[config.mk]
export PLATFORM = sky130hd
export DESIGN_NAME = mole_round_scheduler
export DESIGN_NICKNAME = d
export VERILOG_FILES = /design/src/rtl/mole_round_scheduler.sv
export SDC_FILE = /design/constraint.sdc
export NUM_CORES = 1
export LEC_CHECK = 0
export CAP_MARGIN = 20
export CORE_MARGIN = 5
export CORE_UTILIZATION = 58
export CTS_CLUSTER_SIZE = 28
export DETAILED_ROUTE_END_ITERATION = 6
export DONT_BUFFER_PORTS = 1
export GPL_ROUTABILITY_DRIVEN = 0
export HOLD_SLACK_MARGIN = 0.12
export PLACE_DENSITY = 0.78
export RECOVER_POWER = 25
export SKIP_CTS_REPAIR_TIMING = 1
export SLEW_MARGIN = 40
export SYNTH_ARGS = -nofsm -noshare
export SYNTH_HDL_FRONTEND = slang
export SYNTH_SLANG_ARGS = --single-unit
[constraint.sdc]
create_clock -name clk -period 3.1 [get_ports clk]
set_clock_uncertainty 0.15 [all_clocks]
set_input_delay 0.31 -clock clk [delete_from_list [all_inputs] [get_ports clk]]
set_output_delay 0.31 -clock clk [all_outputs]
set_load 0.03 [all_outputs]
[src/rtl/mole_round_scheduler.sv]
// mole_round_scheduler
//
// Runs one whack-a-mole game across NUM_MOLES LEDs. After a start pulse the
// scheduler alternates between an all-dark GAP phase (GAP_MS milliseconds)
// and an UP phase, where one pseudo-randomly chosen mole is lit for up_ms
// milliseconds. Each UP phase ends with a hit (the matching button pulse) or
// a miss (the window runs out). The game ends after ROUNDS pop-ups.
//
// Ports:
//   clk          system clock
//   reset        asynchronous, active-high reset
//   ms_tick      one-cycle pulse per millisecond
//   start        one-cycle pulse, begins a game from IDLE or DONE
//   up_ms        mole-up window in ms, sampled when a mole pops up
//   buttons      debounced one-cycle press pulses, one bit per mole
//   leds         one-hot lit mole, or all zero
//   active_mole  index of the current (or most recent) mole
//   score        hits this game, saturating at 255
//   misses       timeouts this game, saturating at 255
//   busy         high while a game is in progress (GAP or UP)
//   game_over    high once the game has finished (DONE)

module mole_round_scheduler #(
  parameter int         NUM_MOLES = 4,
  parameter int         MAX_MS    = 2047,
  parameter int         GAP_MS    = 500,
  parameter int         ROUNDS    = 20,
  parameter logic [7:0] LFSR_SEED = 8'hA5
) (
  input  logic                         clk,
  input  logic                         reset,
  input  logic                         ms_tick,
  input  logic                         start,
  input  logic [$clog2(MAX_MS)-1:0]    up_ms,
  input  logic [NUM_MOLES-1:0]         buttons,
  output logic [NUM_MOLES-1:0]         leds,
  output logic [$clog2(NUM_MOLES)-1:0] active_mole,
  output logic [7:0]                   score,
  output logic [7:0]                   misses,
  output logic                         busy,
  output logic                         game_over
);

  localparam int TW = $clog2(MAX_MS);
  localparam int MW = $clog2(NUM_MOLES);

  // A zero-length phase would never expire, so it is stretched to 1 ms.
  localparam logic [TW-1:0] GAP_LOAD = (GAP_MS == 0) ? TW'(1) : TW'(GAP_MS);
  localparam logic [7:0]    ROUNDS_L = 8'(ROUNDS);

  typedef enum logic [1:0] {
    IDLE,
    GAP,
    UP,
    DONE
  } state_t;

  state_t        state, state_d;
  logic [TW-1:0] timer, timer_d;
  logic [7:0]    round_cnt, round_cnt_d;
  logic [7:0]    score_q, score_d;
  logic [7:0]    misses_q, misses_d;
  logic [7:0]    lfsr, lfsr_d;
  logic [MW-1:0] mole, mole_d;

  logic          expire;
  logic          hit;
  logic [TW-1:0] up_load;
  logic [7:0]    next_cnt;
  logic [MW-1:0] pick;

  // A phase ends on the tick that would take the timer from 1 to 0, so a
  // load of N lasts exactly N ticks.
  assign expire   = ms_tick && (timer == TW'(1));
  assign hit      = buttons[mole];
  assign up_load  = (up_ms == '0) ? TW'(1) : up_ms;
  assign next_cnt = round_cnt + 8'd1;

  // Candidate mole from the LFSR low bits. If it repeats the previous mole
  // the next index is used instead; NUM_MOLES is a power of two, so the
  // natural wrap of the MW-bit add gives the modulo. The first pop-up of a
  // game has no predecessor and is taken as-is.
  always_comb begin
    pick = lfsr[MW-1:0];
    if ((round_cnt != 8'd0) && (pick == mole)) begin
      pick = pick + MW'(1);
    end
  end

  // Next-state and datapath logic. Everything holds by default; the LFSR
  // free-runs every cycle and the timer counts down on each ms tick unless
  // a state transition reloads it.
  always_comb begin
    state_d     = state;
    timer_d     = timer;
    round_cnt_d = round_cnt;
    score_d     = score_q;
    misses_d    = misses_q;
    mole_d      = mole;
    lfsr_d      = {1'b0, lfsr[7:1]} ^ (lfsr[0] ? 8'hB8 : 8'h00);

    if (ms_tick && (timer != '0)) begin
      timer_d = timer - TW'(1);
    end

    case (state)
      IDLE, DONE: begin
        if (start) begin
          state_d     = GAP;
          timer_d     = GAP_LOAD;
          round_cnt_d = 8'd0;
          score_d     = 8'd0;
          misses_d    = 8'd0;
        end
      end

      GAP: begin
        if (expire) begin
          state_d = UP;
          timer_d = up_load;
          mole_d  = pick;
        end
      end

      UP: begin
        // A hit wins over a timeout landing on the same cycle.
        if (hit || expire) begin
          if (hit) begin
            score_d = (score_q == 8'hFF) ? score_q : score_q + 8'd1;
          end else begin
            misses_d = (misses_q == 8'hFF) ? misses_q : misses_q + 8'd1;
          end
          round_cnt_d = next_cnt;
          if (next_cnt == ROUNDS_L) begin
            state_d = DONE;
            timer_d = '0;
          end else begin
            state_d = GAP;
            timer_d = GAP_LOAD;
          end
        end
      end

      default: begin
        state_d = IDLE;
      end
    endcase
  end

  // State register; reset aborts a game immediately.
  always_ff @(posedge clk or posedge reset) begin
    if (reset) begin
      state     <= IDLE;
      timer     <= '0;
      round_cnt <= 8'd0;
      score_q   <= 8'd0;
      misses_q  <= 8'd0;
      mole      <= '0;
      lfsr      <= LFSR_SEED;
    end else begin
      state     <= state_d;
      timer     <= timer_d;
      round_cnt <= round_cnt_d;
      score_q   <= score_d;
      misses_q  <= misses_d;
      mole      <= mole_d;
      lfsr      <= lfsr_d;
    end
  end

  // Outputs come straight from registers, so leds fall as soon as reset
  // clears the state register.
  assign leds        = (state == UP) ? (NUM_MOLES'(1) << mole) : '0;
  assign active_mole = mole;
  assign score       = score_q;
  assign misses      = misses_q;
  assign busy        = (state == GAP) || (state == UP);
  assign game_over   = (state == DONE);

endmodule

* Word-level counts from Yosys, hierarchy flattened
Index checks and enable logic that the tools add are counted.
** Cells by class
- Shift-type cells :: 1
- Add/subtract/negate cells :: 5
- Eq/ne operators :: 15
- Order comparisons :: 1
- Reductions and logical operators :: 16
- Mux-type cells :: 28
- Bitwise gates (word level) :: 1
** Operator list (count)
- two-way mux 8 bit :: 9
- two-way mux 11 bit :: 5
- one-hot mux 8 bit (2 select lines) :: 3
- one-hot mux 11 bit (3 select lines) :: 1
- adder 8 x 1 -> 8 bit, second input constant :: 3
- equality test 8 bit, second input constant :: 2
- != test 2 bit, second input constant :: 7
- equality test 11 x 1 -> 1 bit, second input constant :: 1
- zero test 11 bit :: 1
- nonzero test 11 bit :: 1
- subtractor 11 x 1 -> 11 bit, second input constant :: 1
- two-way mux 2 bit :: 5
- AND reduction 5 bit :: 2
- two-way mux 9 bit :: 1
- equality test 8 x 5 -> 1 bit, second input constant :: 1
- nonzero test 8 bit :: 1
- bitwise XOR 7 x 8 -> 8 bit :: 1
- one-hot mux 2 bit (3 select lines) :: 1
- AND reduction 3 bit :: 2
- equality test 2 bit, second input constant :: 2
- two-way mux 4 bit :: 1
- left shift 1 x 2 -> 4 bit, first input constant :: 1
- logical AND 1 bit :: 3
- < comparator 2 x 3 -> 1 bit, second input constant :: 1
- other kinds (10) :: 11
** Storage, ports and cells
- Output and inout port bits :: 24
- Register bits :: 47
- Word-level logic and storage cells :: 74

* Logic depth before layout (Yosys ltp)
- Depth after elaboration :: 5
- Gate-level depth with buffers :: 9
- Gate-level depth less buffers :: 7

* Least setup slack after synthesis
Ideal clock, no wire load.
- Kind :: reg-to-reg
- Start point :: register mole[0], in the netlist active_mole[0]
- End point :: register misses_q[3], in the netlist misses[3]
- Stages on the path, launching flop included :: 7
- Arrival time :: 2380 ps
- Slack :: 492 ps
- Path through :: dfrtp_1 -> buf_6 -> mux4_2 -> or4_4 -> buf_6 -> or3_1 -> a21oi_1
** On the way
- Longest elaborated chain between the ends :: 5
** RTL lines
- start, declared :: RTL line 64 : logic [MW-1:0] mole, mole_d;
- start signal, assigned :: RTL line 166 : mole <= mole_d;
- binary-select mux 1 bit (select 2 bit) * :: RTL line 75 : assign hit = buttons[mole];
- two-way mux 1 bit (not written as such) * :: RTL line 75
- logical OR 1 bit :: RTL line 127 : if (hit || expire) begin
- != test 2 bit (no line)
- AND reduction 5 bit (no line) *
- end signal, assigned :: RTL line 165 : misses_q <= misses_d;
- end, declared :: RTL line 62 : logic [7:0] misses_q, misses_d;
Mark *: on every way between the ends. The rest lies on a longest branch, timed or not. The select of a mux whose other input is x is not followed.
A chain may end at the register's enable or synchronous reset.

* Worst setup path after layout
- Start point :: register timer[0]
- End point :: register timer[1]
** On the way
- Longest elaborated chain between the ends :: 5
** RTL lines
- start, declared :: RTL line 59 : logic [TW-1:0] timer, timer_d;
- start signal, assigned :: RTL line 162 : timer <= timer_d;
- branches (longest 4 deep; another with subtractor 11 x 1 -> 11 bit)
- one-hot mux 11 bit (3 select lines) * :: RTL line 106 : case (state)
- named net timer_d[1] :: RTL line 59
Mark *: on every way through the listed nets, which the timed path passes.

==> qor.yml <==
drt_first_pass_iters: 4
drcViolationCount: 0
syn_inst: 305
slowest_stage: "o41ai_1"
die_w_um: 79.8
use_met2_pct: 33.7
antenna_cells: 0
synth_area_um2: 2830
power_w: 0.00211
crit_chain: "inv_1 > ha_1 > or4b_2 > o41ai_1 > nor2_1 > a21oi_1 > o2bb2ai_1"
violations: "max-capacitance violations, max-slew violations"
core_area_um2: 4720
vias: 2403
synth_top_area_cell: "dfrtp_1"
yosys.area_share.simple_pct: 22.7
drt_wl_total_um: 6410
dp.final_hpwl_um: 4590
wire_per_inst_um: 16.6
timing.fmax_ghz: 0.371
hold_viol: 0
rows: 25
yosysTopAreaCellShare_pct: 38.1
finalNonFillerCells: 386
cts_sinks: 47
synth_compound_area_share_pct: 17.3
leakagePower_nw: 1.29
drtIter0Drc: 182
ys_ff_latch: 47
cp_top_family: "compound AO/OA/AOI/OAI gates"
worstSetupEndpointType: "register"
grt_antenna_before_repair: 0
antenna_left: 0
synthFlopType: "dfrtp_1"
die_y_um: 79.8
r2r_cells: 7
fin_crit_sh_pct: 87.0
busiest_layer: "met2"
min_from: "start"
cts_root_buffer: "clkbuf_8"
synth-seq-area-share_pct: 41.8
worst_slew_pin_slew_ns: 1.77
boundaryPins: 43
viasPerCell: 6.23
hold_path.class: "in2reg"
htree_levels: 2
die_area_um2: 6370
slew-limit-headroom_pct: -18.2
crit_buf_inv: 1
setup_violations: 0
met3_usage_pct: 6.09
reg2reg_from: "timer[0]"
synth-edff-count: 0
area_growth_pct: 9.34
cts_buffer_depth: 2
cts_tree: "built"
critical-path-max-stage-delay_ns: 0.65
cp-start-kind: "register"
use_met1_pct: 27.8
clk_pin_slew_ns: 0.09
worstHoldEndpoint: "state[0]"
synthAdderAreaFrac_pct: 4.87
synth_top_family_by_area: "simple AND/OR/NAND/NOR gates"
grt_pass1_wl_um: 10700
whs_ns: 0.153
ys_async_sr_fraction_pct: 100
grt_overflow: 0
grt_max_degree: 48
synth_cell_type_count: 51
fin_tns_setup_ns: 0
final-max-slew-violation-count: 48
clkLatencyLatePin_ns: 0.30
fin_nets: 348
cap_violations: 1
layout-drive-gt1-share_pct: 9.09
grt_use_total_pct: 21.3
period_needed_ns: 2.70
synthMuxAreaShare_pct: 3.41
rsz0062_at_grt: "no"
port_buffers: 0
irDropWorstVdd_mv: 0.417
crit_arrival_ns: 2.72
numCtsBuffers: 5
critPathKind: "reg2reg"
ys_top_cells_by_area: "dfrtp_1, ha_1, xor2_1, o21ai_0, nand2_1"
holdPathStages: 2
cp_data_required_time_ns: 3.12
grt_pass1_vias: 2245
reg2reg_slack_ns: 0.40
synth-xor-area-share_pct: 5.89
place_ws_ns: 0.561
yosys_warnings: 0
initial_utilization_pct: 59.8
synth_nets: 335
final.setup.worst_slack_ns: 0.402
powerDensity_nw_per_um2: 683
dp_cells: 367
fill_cells: 394
outcome: "complete, but fails checks"
path_max_fanout: 4
r2r-end: "timer[1]"
post_synth.cell_area_avg_um2: 9.26
through the flow:
step,instance area [um2],utilization (%)
2_1_floorplan,2830,-
6_report,3090,65.4
5_1_grt,3090,65.4
4_1_cts,2980,63.1
3_5_place_dp,2900,61.3
3_3_place_gp,2890,61.3
power breakdown:
| group | total [W] | internal, W | switching [W] |
|---|---|---|---|
| Sequential | 0.000816 | 0.000697 | 0.000119 |
| Clock | 0.000366 | 0.000158 | 0.000208 |
| Combinational | 0.000927 | 0.000345 | 0.000582 |
| Total | 0.00211 | 0.00120 | 0.000909 |
Yosys cell counts, types with 6 or more instances:
| library cell | instances |
|---|---|
| a21oi_1 | 20 |
| and3_1 | 6 |
| clkbuf_1 | 8 |
| dfrtp_1 | 43 |
| ha_1 | 11 |
| inv_1 | 16 |
| nand2_1 | 29 |
| nand3_1 | 6 |
| nand4_1 | 8 |
| nor2_1 | 25 |
| nor4_1 | 6 |
| o21ai_0 | 22 |
| o31ai_1 | 6 |
| or3_1 | 6 |
| xnor2_1 | 6 |
| xor2_1 | 13 |
registers in the layout, summed over array words and instances (netlist names):
| name | flops |
|---|---|
| score | 8 |
| lfsr | 8 |
| active_mole | 2 |
| timer | 11 |
| misses | 8 |
| round_cnt | 8 |
| state | 2 |
worst max path at each step:
stage	start	to	depth (start not counted)
after CTS	timer[4]	misses[5]	5
final	timer[0]	timer[1]	7
after detailed placement	active_mole[1]	misses[5]	4
after global routing	timer[0]	timer[0]	6
after global placement	active_mole[1]	misses[7]	4
after floorplan	active_mole[0]	misses[3]	6
worst register-to-register path, cell delays in order (launching register included):
cell	delay, ns
dfrtp_1	0.41
inv_1	0.12
ha_1	0.23
or4b_2	0.64
o41ai_1	0.65
nor2_1	0.12
a21oi_1	0.16
o2bb2ai_1	0.09
per-layer routing:
metal  part of all wire (%)  vias up
li1                       -     1144
met1                     44     1163
met2                     47       86
met3                    7.3       10
met4                    1.1        0
met5                      0        -
cell families after synthesis:
group	count (synthesis)
AOI/OAI and AO/OA	77
and+or+nand+nor	117
muxes	8
buffers and inverters	26
xor gates and xnor gates	19
DFF	47
adders and majority gates	11
layout by cell type, fill, tap and decap left out, types with 8 or more instances in the layout:
cell,count
a21oi_1,20
dfrtp_1,43
dlygate4sd3_1,11
ha_1,11
inv_1,16
nand2_1,29
nand4_1,8
nor2_1,25
o21ai_0,22
xor2_1,13
layout make-up:
class	count	area (um2)	share of cell area (%)
clock buffers	6	72.6	2.35
clock inverters	2	12.5	0.405
inverters	16	60.1	1.94
multi-input cells	232	1530	49.6
flip-flops and latches	47	1180	38.2
well taps	67	83.8	2.71
repair buffers	16	148	4.78
Note: power is estimated with default switching activity, not from simulation.
